## config.mk

```make
export PLATFORM = sky130hd
export DESIGN_NAME = snn_pixel_sequencer
export DESIGN_NICKNAME = d
export VERILOG_FILES = /design/src/rtl/snn_pkg.sv /design/src/rtl/snn_spike_counter.sv /design/src/rtl/snn_pixel_sequencer.sv
export SDC_FILE = /design/constraint.sdc
export NUM_CORES = 1
export LEC_CHECK = 0
export ABC_AREA = 1
export BUFFER_PORTS_ARGS = -buffer_cell sky130_fd_sc_hd__buf_2
export CAP_MARGIN = 10
export CORE_ASPECT_RATIO = 2
export CORE_MARGIN = 8
export CORE_UTILIZATION = 57
export CTS_CLUSTER_DIAMETER = 50
export DETAILED_ROUTE_END_ITERATION = 12
export PLACE_DENSITY = 0.86
export SLEW_MARGIN = 20
export SYNTH_ARGS = -nofsm -noshare
export SYNTH_HDL_FRONTEND = slang
export SYNTH_HIERARCHICAL = 1
export SYNTH_SLANG_ARGS = --single-unit
```

## constraint.sdc

```tcl
create_clock -name clk -period 3.8 [get_ports clk]
set_input_delay 0.38 -clock clk [delete_from_list [all_inputs] [get_ports clk]]
set_output_delay 0.38 -clock clk [all_outputs]
set_load 0.02 [all_outputs]
```

## src/rtl/snn_pkg.sv

```systemverilog
// Shared types and constants for the pixel sequencer and its spike counters.
package snn_pkg;

  typedef enum logic [2:0] {
    ST_IDLE,
    ST_LOAD,
    ST_RUN,
    ST_DRAIN,
    ST_RESULT
  } state_e;

  typedef struct packed {
    logic [7:0] r;
    logic [7:0] g;
    logic [7:0] b;
  } rgb_t;

  localparam logic [1:0] CLS_NONE = 2'd0;
  localparam logic [1:0] CLS_0    = 2'd1;
  localparam logic [1:0] CLS_1    = 2'd2;

  localparam rgb_t BLUE   = '{r: 8'd0,   g: 8'd0,   b: 8'd255};
  localparam rgb_t YELLOW = '{r: 8'd255, g: 8'd255, b: 8'd0};
  localparam rgb_t BLACK  = '{r: 8'd0,   g: 8'd0,   b: 8'd0};

endpackage

```

## src/rtl/snn_spike_counter.sv

```systemverilog
// Saturating spike counter; exposes its next value so a decision can include
// the spike arriving on the same edge.
module snn_spike_counter #(
  parameter int unsigned CNT_W = 8
) (
  input  logic             clk_i,
  input  logic             reset_i,
  input  logic             clr_i,
  input  logic             en_i,
  output logic [CNT_W-1:0] count_d_o
);

  localparam logic [CNT_W-1:0] CNT_MAX = '1;

  logic [CNT_W-1:0] count_q;
  logic [CNT_W-1:0] count_d;

  always_comb begin
    count_d = count_q;
    if (clr_i) begin
      count_d = '0;
    end else if (en_i && (count_q != CNT_MAX)) begin
      count_d = count_q + CNT_W'(1);
    end
  end

  always_ff @(posedge clk_i) begin
    if (reset_i) begin
      count_q <= '0;
    end else begin
      count_q <= count_d;
    end
  end

  assign count_d_o = count_d;

endmodule

```

## src/rtl/snn_pixel_sequencer.sv

```systemverilog
// Per-pixel scheduler for the rate-coded SNN: accept pixel, reset layers,
// run the spike window, drain, then hand back a class/colour result.
module snn_pixel_sequencer
  import snn_pkg::*;
#(
  parameter int unsigned SP_STEPS         = 64,
  parameter int unsigned LAYER_DELAY      = 5,
  parameter int unsigned N_SP_TO_ACTIVATE = 25,
  parameter int unsigned CNT_W            = 8
) (
  input  logic       clk,
  input  logic       reset,
  input  logic       flush,
  input  logic       pix_valid,
  output logic       pix_ready,
  input  logic [7:0] r_in,
  input  logic [7:0] g_in,
  input  logic [7:0] b_in,
  output logic [7:0] r_st,
  output logic [7:0] g_st,
  output logic [7:0] b_st,
  output logic       res_ly_1,
  output logic       res_ly_2,
  input  logic       out_0,
  input  logic       out_1,
  output logic       cls_valid,
  input  logic       cls_ready,
  output logic [1:0] cls,
  output logic [7:0] r_out,
  output logic [7:0] g_out,
  output logic [7:0] b_out,
  output logic       busy
);

  localparam int unsigned STEP_W  = $clog2(SP_STEPS);
  localparam int unsigned DRAIN_W = $clog2(LAYER_DELAY + 1);

  state_e             state_q;
  logic [STEP_W-1:0]  step_q;
  logic [DRAIN_W-1:0] drain_q;
  rgb_t               st_q;
  rgb_t               rgb_q;
  logic [1:0]         cls_q;
  logic               cls_valid_q;
  logic               res_ly_q;
  logic               busy_q;

  logic               cnt_clr;
  logic               cnt_win;
  logic [CNT_W-1:0]   cnt0_d;
  logic [CNT_W-1:0]   cnt1_d;
  logic [1:0]         cls_d;
  rgb_t               rgb_d;

  assign pix_ready = (state_q == ST_IDLE) && !reset && !flush;

  // Spikes only count while the window (RUN + DRAIN) is open.
  assign cnt_clr = (state_q == ST_LOAD) || flush;
  assign cnt_win = (state_q == ST_RUN) || (state_q == ST_DRAIN);

  snn_spike_counter #(.CNT_W(CNT_W)) u_cnt0 (
    .clk_i    (clk),
    .reset_i  (reset),
    .clr_i    (cnt_clr),
    .en_i     (cnt_win && out_0),
    .count_d_o(cnt0_d)
  );

  snn_spike_counter #(.CNT_W(CNT_W)) u_cnt1 (
    .clk_i    (clk),
    .reset_i  (reset),
    .clr_i    (cnt_clr),
    .en_i     (cnt_win && out_1),
    .count_d_o(cnt1_d)
  );

  // Class decision; output neuron 0 wins a tie.
  always_comb begin
    cls_d = CLS_NONE;
    rgb_d = BLACK;
    if (cnt0_d >= CNT_W'(N_SP_TO_ACTIVATE)) begin
      cls_d = CLS_0;
      rgb_d = BLUE;
    end else if (cnt1_d >= CNT_W'(N_SP_TO_ACTIVATE)) begin
      cls_d = CLS_1;
      rgb_d = YELLOW;
    end
  end

  always_ff @(posedge clk) begin
    if (reset) begin
      state_q     <= ST_IDLE;
      step_q      <= '0;
      drain_q     <= '0;
      st_q        <= BLACK;
      rgb_q       <= BLACK;
      cls_q       <= CLS_NONE;
      cls_valid_q <= 1'b0;
      res_ly_q    <= 1'b1;
      busy_q      <= 1'b0;
    end else if (flush) begin
      state_q     <= ST_IDLE;
      step_q      <= '0;
      drain_q     <= '0;
      st_q        <= BLACK;
      cls_valid_q <= 1'b0;
      res_ly_q    <= 1'b1;
      busy_q      <= 1'b0;
    end else begin
      res_ly_q <= 1'b0;
      case (state_q)
        ST_IDLE: begin
          if (pix_valid && pix_ready) begin
            st_q     <= '{r: r_in, g: g_in, b: b_in};
            res_ly_q <= 1'b1;
            busy_q   <= 1'b1;
            state_q  <= ST_LOAD;
          end
        end
        ST_LOAD: begin
          step_q  <= '0;
          state_q <= ST_RUN;
        end
        ST_RUN: begin
          if (step_q == STEP_W'(SP_STEPS - 1)) begin
            st_q    <= BLACK;
            drain_q <= '0;
            state_q <= ST_DRAIN;
          end else begin
            step_q <= step_q + STEP_W'(1);
          end
        end
        ST_DRAIN: begin
          if (drain_q == DRAIN_W'(LAYER_DELAY - 1)) begin
            cls_q       <= cls_d;
            rgb_q       <= rgb_d;
            cls_valid_q <= 1'b1;
            state_q     <= ST_RESULT;
          end else begin
            drain_q <= drain_q + DRAIN_W'(1);
          end
        end
        ST_RESULT: begin
          if (cls_ready) begin
            cls_valid_q <= 1'b0;
            busy_q      <= 1'b0;
            state_q     <= ST_IDLE;
          end
        end
        default: begin
          state_q <= ST_IDLE;
        end
      endcase
    end
  end

  assign r_st      = st_q.r;
  assign g_st      = st_q.g;
  assign b_st      = st_q.b;
  assign r_out     = rgb_q.r;
  assign g_out     = rgb_q.g;
  assign b_out     = rgb_q.b;
  assign cls       = cls_q;
  assign cls_valid = cls_valid_q;
  assign res_ly_1  = res_ly_q;
  assign res_ly_2  = res_ly_q;
  assign busy      = busy_q;

endmodule

```

* After elaboration in Yosys (flattened, before gate mapping) *
Index checks and enable logic that the tools add are counted.
Widths: inputs -> output; s select.

storage, ports and cells
  flip-flop bits (word level) = 81
  bits of input ports = 31
  output and inout bits = 55
  logic and storage cells = 89

operators by class
  $add $sub $neg = 4
  $lt $le $gt $ge = 2
  eq/ne operators = 14
  multiplexer cells = 28
  bitwise operators = 1
  reductions and logical operators = 25

operator list
  cell                 count
  $mux 24              4
  $pmux 24 s2          1
  $mux 8               4
  $mux 3               6
  $add 8x1->8 const B  2
  $ge 8x5->1 const B   2
  $ne 8x8->1 const B   2
  $pmux 3 s5           1
  $reduce_and 3->1     5
  $pmux 6 s2           1
  $reduce_bool 2->1    5
  $logic_and 1x1->1    7
  $add 6x1->6 const B  1
  $eq 3x2->1 const B   2
  $eq 3x3->1 const B   2
  $eq 6x6->1 const B   1
  $mux 6               1
  $ne 2x1->1 const B   3
  $ne 2x2->1 const B   3
  $pmux 3 s2           1
  $mux 1               5
  $mux 2               2
  $pmux 1 s2           2
  $reduce_and 4->1     1
  8 further kinds      10

* Depth between registers and ports, before layout *
Gate-level depths: netlist of run 1.

  depth after elaboration = 9
  gate-level depth with buffers = 16
  depth with buffers taken out = 15

* By module *
The synthesis of run 1 kept the hierarchy.

by module, submodules not included
  module               instances  cells an instance  area an instance (µm²)
  snn_pixel_sequencer  1          270                2020.7
  snn_spike_counter    2          88                 571.8

* Worst setup path before layout of run 1 *
No wires, ideal clock.

  kind = register to register
  start = register state_q[1]
  end = register rgb_q, in the netlist r_out[6]
  setup time = 0.070 ns
  arrival = 1.921 ns
  required time = 3.730 ns
  path slack = 1.809 ns
  cell stages (with the launch flop) = 15
  path buffers = 1
  cells stage by stage = dfxtp_1 nand2_1 nor2_2 inv_1 a21boi_0 buf_4 nand2_4 nor2_4 nand4_1 nand3_2 inv_1 nor3_1 o21a_1 nand2_1 a21oi_1

between the ends
  elaborated cells between the ends (all ways) = 18
  those cells by class = order compare (2); eq/ne (3); mux (6); reduce/logical (7)

RTL lines
  item                      line                        source
  start: declaration        snn_pixel_sequencer.sv:38   state_e state_q;
  start signal: assignment  snn_pixel_sequencer.sv:92   state_q <= ST_IDLE;
  start signal: assignment  snn_pixel_sequencer.sv:102  state_q <= ST_IDLE;
  start signal: assignment  snn_pixel_sequencer.sv:117  state_q <= ST_LOAD;
  $eq 3x2->1                snn_pixel_sequencer.sv:59   assign cnt_win = (state_q == ST_RUN) || (state_q == ST_DRAIN);
  $logic_or 1x1->1          snn_pixel_sequencer.sv:59
  $logic_and 1x1->1         snn_pixel_sequencer.sv:65   .en_i (cnt_win && out_0),
  $logic_and 1x1->1         snn_spike_counter.sv:22     end else if (en_i && (count_q != CNT_MAX)) begin
  $mux 8                    snn_spike_counter.sv:22
  $mux 8 (*)                snn_spike_counter.sv:20     if (clr_i) begin
  named net cnt0_d[7]       snn_pixel_sequencer.sv:50   logic [CNT_W-1:0] cnt0_d;
  $ge 8x5->1 (*)            snn_pixel_sequencer.sv:81   if (cnt0_d >= CNT_W'(N_SP_TO_ACTIVATE)) begin
  $mux 24 (*)               snn_pixel_sequencer.sv:81
  end signal: assignment    snn_pixel_sequencer.sv:136  rgb_q <= rgb_d;
  end: declaration          snn_pixel_sequencer.sv:42   rgb_t rgb_q;

The timed path passes the listed nets; every way through them passes the cells marked *.
A chain may end at the register's enable or synchronous reset.

* Final worst setup path of run 1 *
Ends and elaborated chain as after synthesis.

==> impl_metrics.yaml, run 1 <==
critical_path:
  crit_cells: 14
  cp_data_required_time_ns: 4.08
  end_kind: "register"
  worst_r2r_path_depth: 14
  worst_setup_path_start_kind: "register"
  cp_slowest_stage_delay_ns: 0.46
  critPathMaxFanout: 8
  critPathSlowestCell: "dfxtp_1"
  crit_type: "reg -> reg"
  reg2reg_slack_ns: 1.48
  crit_chain: "nand2_1, nor2_2, inv_1, a21boi_0, buf_4, nand2_4, nor2_4, nand4_1, nand3_2, inv_1, nor3_1, o21a_1, nand2_1, a21oi_1"
  rr_endpoint: "r_out[6]"
  r2r_start: "state_q[1]"
  crit_arrival_ns: 2.60
  path_delay_family: "simple AND/OR/NAND/NOR gates"
  path_buf_inv: 3
drt:
  wl_um: 7553
  drtIter0Drc: 148
  post_drt_wl_per_cell_um: 13.18
  drc: 0
  postRouteAntennaNets: 0
  first_pass_iters: 5
  vias_per_cell: 5.119
  vias: 2933
clock_tree:
  cts_resized: 0
  cts.sinks: 57
  cts_max_path_buffers: 2
  path_clk_slew_ns: 0.07
  insertion_delay_ns: 0.34
  cts_tree: "done"
  cts.hold.buffers_added: 0
  post_cts_buffers: 0
  cts_buffers: 9
  cts_root_buf: "clkbuf_8"
  htreeDepth: 3
yosys:
  synthMostInstantiatedCell: "nand2_1"
  synth-edff-count: 0
  yosysWarnings: 6
  synth_seq_cells: 57
  syn_avg_cell_area_um2: 7.095
  syn-cell-area_mm2: 0.003164
  yosys.area.top_type: "dfxtp_1"
  synth_cells: 446
  ys_seq_area_share_pct: 36.06
  synth_ff_type: "dfxtp_1"
  synth_fp_nets: 482
  synth_area_leaders: "dfxtp_1 (36%), nand2_1 (14%), buf_4 (6.4%)"
  yosysUniqueCellTypes: 31
  ys_top_cells_by_count: "nand2_1 (115), dfxtp_1 (57), inv_1 (53)"
  async_flop_share_pct: 0
  synth_top_area_share_pct: 36.06
pwr:
  p_leak_nw: 1.844
  ir_worst_vdd_v: 0.0003589
  pwr_density_cell_mw_per_mm2: 348.5
  finalPower_mw: 1.255
placed_design:
  dpl_cell_area_mm2: 0.003413
  gp_congestion: 0.8089
  dp_hpwl_um: 5819
  numPortBuffers: 85
cells_and_area:
  nNetsFinal: 544
  postLayoutCellArea_mm2: 0.003602
  drive_gt1_share_pct: 29.24
  area_growth_pct: 13.84
  num_antenna_cells: 0
  multi_input_area_mm2: 0.001528
  register_area_mm2: 0.001141
  fillers: 472
timing:
  layout_min_cycle_time_ns: 2.317
  hold_viol_final: 0
  rsz0062_at_grt: "no"
  setup_tns_ns: 0
  worst_slew_pin_slew_ns: 0.8097
  finalCritPeriodShare_pct: 60.97
  holdWs_ns: 0.2875
  setup_violations: 0
  maxSlewViolCount: 0
  skew_ns: 0.01194
  fmax_ghz: 0.4317
  slew_headroom_pct: 45.84
global_route:
  grt_start_max_net_pins: 37
  met3_usage_pct: 6.846
  grtUsageMet2_pct: 34.11
  grt.met1_usage_pct: 17.40
  grt_busiest_layer: "met2"
  grt_use_total_pct: 19.04
  grt_pass1_wl_um: 12420
  grt_overflow: 0
  grt_pass1_vias: 3000
  antenna_found_initial: 0
hold_path:
  hold_start: "b_in[4]"
  holdPathEnd: "b_st[4]"
  hold_class: "in -> reg"
  hold_depth: 3
die:
  die_area_mm2: 0.008336
  die_w_um: 68.69
  die_h_um: 121.4
  initial_utilization_pct: 58.90
  io_pins: 86
  rows: 38
  core_area_mm2: 0.005373
run_status:
  status: "finished clean"
flow_run:
  cap_violations: 0
-- layout make-up --
cell class | instances | area share, %
Clock inverter | 3 | 1.111
Multi-Input combinational cell | 292 | 42.41
Clock buffer | 13 | 4.133
Timing Repair Buffer | 87 | 12.23
Inverter | 61 | 6.356
Tap cell | 60 | 2.084
Sequential cell | 57 | 31.68
-- state kept, by name, summed over array words and instances (netlist names), 3 cells and up --
signal          count
b_st                8
g_st                8
r_st                8
u_cnt0/count_q      8
u_cnt1/count_q      8
step_q              6
drain_q             3
state_q             3
-- per-layer routing --
layer	vias to the layer above	routed length, um
met2	99	4057
met4	0	231
met5	-	0
met1	1314	2757
li1	1500	-
met3	20	505
-- stage by stage --
stage	util (%)	std cells	setup slack, ns
floorplan	-	446	1.809
global placement	63.53	557	1.413
detailed placement	63.53	557	1.349
CTS	67.05	573	1.486
global route	67.05	573	1.217
finish	67.05	573	1.483
-- cells by family after synthesis --
group                    after synthesis  synth area share, %
XOR/XNOR                               2               0.5537
AO/OA/AOI/OAI                         53                9.688
adder cells (fa/ha/maj)                5                1.977
buffers and inverters                 97                15.66
AND/OR/NAND/NOR                      232                36.06
flip-flops                            57                36.06
-- worst max-delay path by stage --
stage | startpoint | to | slack [ns]
6_report | state_q[1] | r_out[6] | 1.48
4_1_cts | state_q[1] | r_out[6] | 1.49
3_3_place_gp | reset | g_st[2] | 1.41
2_1_floorplan | state_q[1] | r_out[6] | 1.81
5_1_grt | state_q[1] | r_out[6] | 1.22
3_5_place_dp | reset | b_st[5] | 1.35
-- power breakdown --
group / switching, mW / leakage, nW / internal, mW
Clock: 0.234 / 0.0974 / 0.319
Sequential: 0.00462 / 0.460 / 0.604
Combinational: 0.0637 / 1.29 / 0.0305
Total: 0.302 / 1.84 / 0.953
-- layout by cell type, fill, tap and decap left out, drive strengths merged --
master	n
a21boi	2
a21oi	40
buf	87
bufinv	1
clkbuf	13
clkinv	2
dfxtp	57
ha	5
inv	61
nand2	125
nand3	32
nand3b	2
nand4	9
nor2	52
nor3	11
o21a	1
o21ai	10
or2	1
xor2	2
-- worst min-delay path, delay by kind of cell --
kind                   cells  cell delay, ns
buffers and inverters      1            0.09
AO/OA/AOI/OAI              1            0.06
AND/OR/NAND/NOR            1            0.05
Power figures use the tool's default switching activity.
==> run 2: changes to the inputs <==
- ABC_AREA: 1 -> 0
- CORE_UTILIZATION: 57 -> 47
- PLACE_DENSITY: 0.86 -> 0.76
- clock period: 3.8 -> 1.92 ns (I/O delays scaled with it)
==> run 2 against run 1 <==
Compared with the run above:
- largest power group is now clock
- die area increased by 16%
- the flow now finishes with violations (negative setup slack)
- register-to-register slack got worse by 1.6 ns
- total power rose to 2.6 times the previous value
- flip-flop and latch count unchanged
- synthesized area decreased by 1.2%
- clock power rose to 3.1 times the previous value
- synthesized cell count fell by 23%
- clock-buffer cell count is 4 lower
==> impl_metrics.yaml, run 2 <==
pwr:
  p_leak_nw: 1.906
  p_clk_share_pct: 54.0
  finalPower_mw: 3.220
  pwr_density_cell_mw_per_mm2: 749.8
  comb_power_share_pct: 8.2
  ir_worst_vdd_v: 0.0006051
  switching_share_pct: 23.17
  switching_power_uw: 746.0
  pwr-share-seq_pct: 37.8
  p_int_mw: 2.474
global_route:
  antenna_found_initial: 0
  grt_use_total_pct: 17.43
  grt_overflow: 0
  grt_start_max_net_pins: 25
  grt_pass1_wl_um: 13630
  grt_pass1_vias: 2889
yosys:
  ys_seq_area_share_pct: 36.51
  synth_fp_nets: 380
  ys_top_cells_by_count: "dfxtp_1 (57), nand2_1 (34), buf_4 (26)"
  yosysWarnings: 6
  synth_fa_ha_area_share_pct: 2.002
  synth-simple-area-share_pct: 25.54
  synth_top_area_share_pct: 36.51
  synth_top_family_by_area: "simple AND/OR/NAND/NOR gates"
  synth_seq_cells: 57
  synth_area_leaders: "dfxtp_1 (37%), a22o_1 (6.7%), buf_4 (6.2%)"
  synth_mux_area_share_pct: 6.725
  async_flop_share_pct: 0
  syn_avg_cell_area_um2: 9.086
  syn-cell-area_mm2: 0.003125
  yosysUniqueCellTypes: 55
  synth_ff_type: "dfxtp_1"
  synthMostInstantiatedCell: "dfxtp_1"
  synth-edff-count: 0
  synth_cells: 344
  synth_xor_area_share_pct: 0.2802
  yosys.area.top_type: "dfxtp_1"
  synth_compound_area_share_pct: 18.78
critical_path:
  critPathSlowestCell: "dfxtp_4"
  end_kind: "register"
  reg2reg_slack_ns: -0.15
  critPathMaxFanout: 5
  crit_type: "reg -> reg"
  cp_slowest_stage_delay_ns: 0.37
  cp_common_cell: "buf_6"
  rr_endpoint: "b_out[6]"
  timing.critical_path.from: "state_q[2]"
  crit_arrival_ns: 2.32
  worst_setup_path_start_kind: "register"
  cp_data_required_time_ns: 2.17
  r2r_start: "state_q[2]"
  crit_cells: 10
  setup.worst_path.end: "b_out[6]"
  path_buf_inv: 3
  crit_chain: "buf_6, nor3b_4, or2_4, buf_6, or3_1, o21ai_1, o311a_4, nor4_4, buf_4, a211oi_2"
  path_delay_family: "simple AND/OR/NAND/NOR gates"
  worst_r2r_path_depth: 10
placed_design:
  post-place-ws_ns: -0.2701
  numPortBuffers: 85
  dp_hpwl_um: 5825
  gp_congestion: 0.8759
hold_path:
  hold_class: "in -> reg"
  hold_start: "r_in[6]"
drt:
  drc: 0
  vias: 3040
  wl_um: 8515
  post_drt_wl_per_cell_um: 15.23
  first_pass_iters: 5
  drtIter0Drc: 204
  postRouteAntennaNets: 0
  vias_per_cell: 5.438
timing:
  finalCritPeriodShare_pct: 107.9
  fmax_ghz: 0.4828
  skew_ns: 0.006323
  setup_violations: 2
  layout_min_cycle_time_ns: 2.071
  slew_headroom_pct: 71.65
  setup_ws_ns: -0.1513
  rsz0062_at_grt: "yes"
  maxSlewViolCount: 0
  hold_viol_final: 0
  worst_slew_pin_slew_ns: 0.4246
cells_and_area:
  fillers: 530
  num_antenna_cells: 0
  mostFrequentLayoutCell: "buf_2"
  drive_gt1_share_pct: 42.89
  multi_input_area_mm2: 0.001749
  final_cell_mix: "buf_2 (85), buf_4 (64), dfxtp_1 (56)"
  nNetsFinal: 502
  area_growth_pct: 37.39
  register_area_mm2: 0.001145
flow_run:
  cap_violations: 0
die:
  initial_utilization_pct: 47.96
  rows: 42
  core_area_mm2: 0.006516
  die_w_um: 73.66
  io_pins: 86
  die_h_um: 131.3
  die_area_mm2: 0.009673
clock_tree:
  insertion_delay_ns: 0.33
  cts_buffers: 9
  cts_root_buf: "clkbuf_16"
  cts_tree: "done"
  cts.hold.buffers_added: 0
  htreeDepth: 3
  cts_max_path_buffers: 2
  cts.sinks: 57
  path_clk_slew_ns: 0.06
run_status:
  violations: "negative setup slack"
  status: "complete, but fails checks"
==> run 2: cell count changes in the layout (fill, tap and decap cells not counted), moves of 9 or more <==
cell	before	now
nand2_1	115	34
buf_4	2	64
inv_1	53	6
a22o_1	0	24
a21oi_1	35	15
nor2_1	36	17
nand3_1	27	9
mux2i_1	0	12
or3_1	0	12
clkbuf_8	10	0
clkbuf_16	0	9
nand2b_1	0	9
==> run 2: repair_timing <==
action / CTS / global route
pin swaps: 3 / 6
setup endpoints to repair: 2 / 2
setup buffers: 6 / 4
gates cloned: 1 / 0
gates resized for setup: 11 / 5
==> run 2: layout make-up <==
cell class	count	area share (%)
multi-input combinational	240	40.73
sequential	57	26.66
timing repair buffer	152	21.88
clock buffer	9	5.245
tap	88	2.564
clock inverter	7	2.389
inverter	6	0.5245
==> run 2: power groups by stage <==
| stage | Clock (mW) | Sequential (mW) | Combinational, mW |
|---|---|---|---|
| detailed placement | 0 | 1.24 | 0.245 |
| CTS | 1.77 | 1.22 | 0.262 |
| floorplan | 0 | 1.27 | 0.128 |
| global route | 1.82 | 1.22 | 0.288 |
| global placement | 0 | 1.24 | 0.243 |
| finish | 1.74 | 1.22 | 0.265 |
==> run 2: cell families after synthesis <==
group | after synthesis
compound gates | 72
xor+xnor | 1
fa+ha+maj | 5
buf+inv | 48
flops | 57
mux | 18
simple gates | 143
==> run 2: worst min-delay path by stage <==
stage                           to  slack [ns]  cells after the start
after floorplan           r_out[6]        0.26                      1
after global placement     r_st[4]        0.41                      2
after detailed placement   g_st[6]        0.41                      2
after CTS                  g_st[6]        0.07                      2
after global routing       g_st[6]        0.08                      2
final                      r_st[6]        0.08                      2
==> run 2: worst reg2reg max path, cell delays in order (launching register included) <==
cell and delay, ns:
dfxtp_4 0.37, buf_6 0.10, nor3b_4 0.04, or2_4 0.26, buf_6 0.14, or3_1 0.35
o21ai_1 0.12, o311a_4 0.23, nor4_4 0.04, buf_4 0.15, a211oi_2 0.19
==> run 2: through the flow <==
stage	setup TNS (ns)	instance area [um2]	utilization (%)	hold WS, ns	cells
finish	-0.2973	4294	65.90	0.07739	559
global route	-0.5523	4294	65.90	0.07911	559
CTS	-0.1381	4238	65.03	0.07098	555
detailed placement	-0.4827	3816	58.56	0.4116	532
global placement	-0.3700	3816	58.56	0.4068	532
floorplan	-0.3297	3176	-	0.2611	344
==> run 2: routing by layer <==
metal,global-route usage (%),part of all wire [%],vias up
met1,19.95,42,1443
met4,7.175,1.4,0
met5,0,0,-
met2,29.23,50,99
met3,4.345,6.8,10
li1,-,-,1488
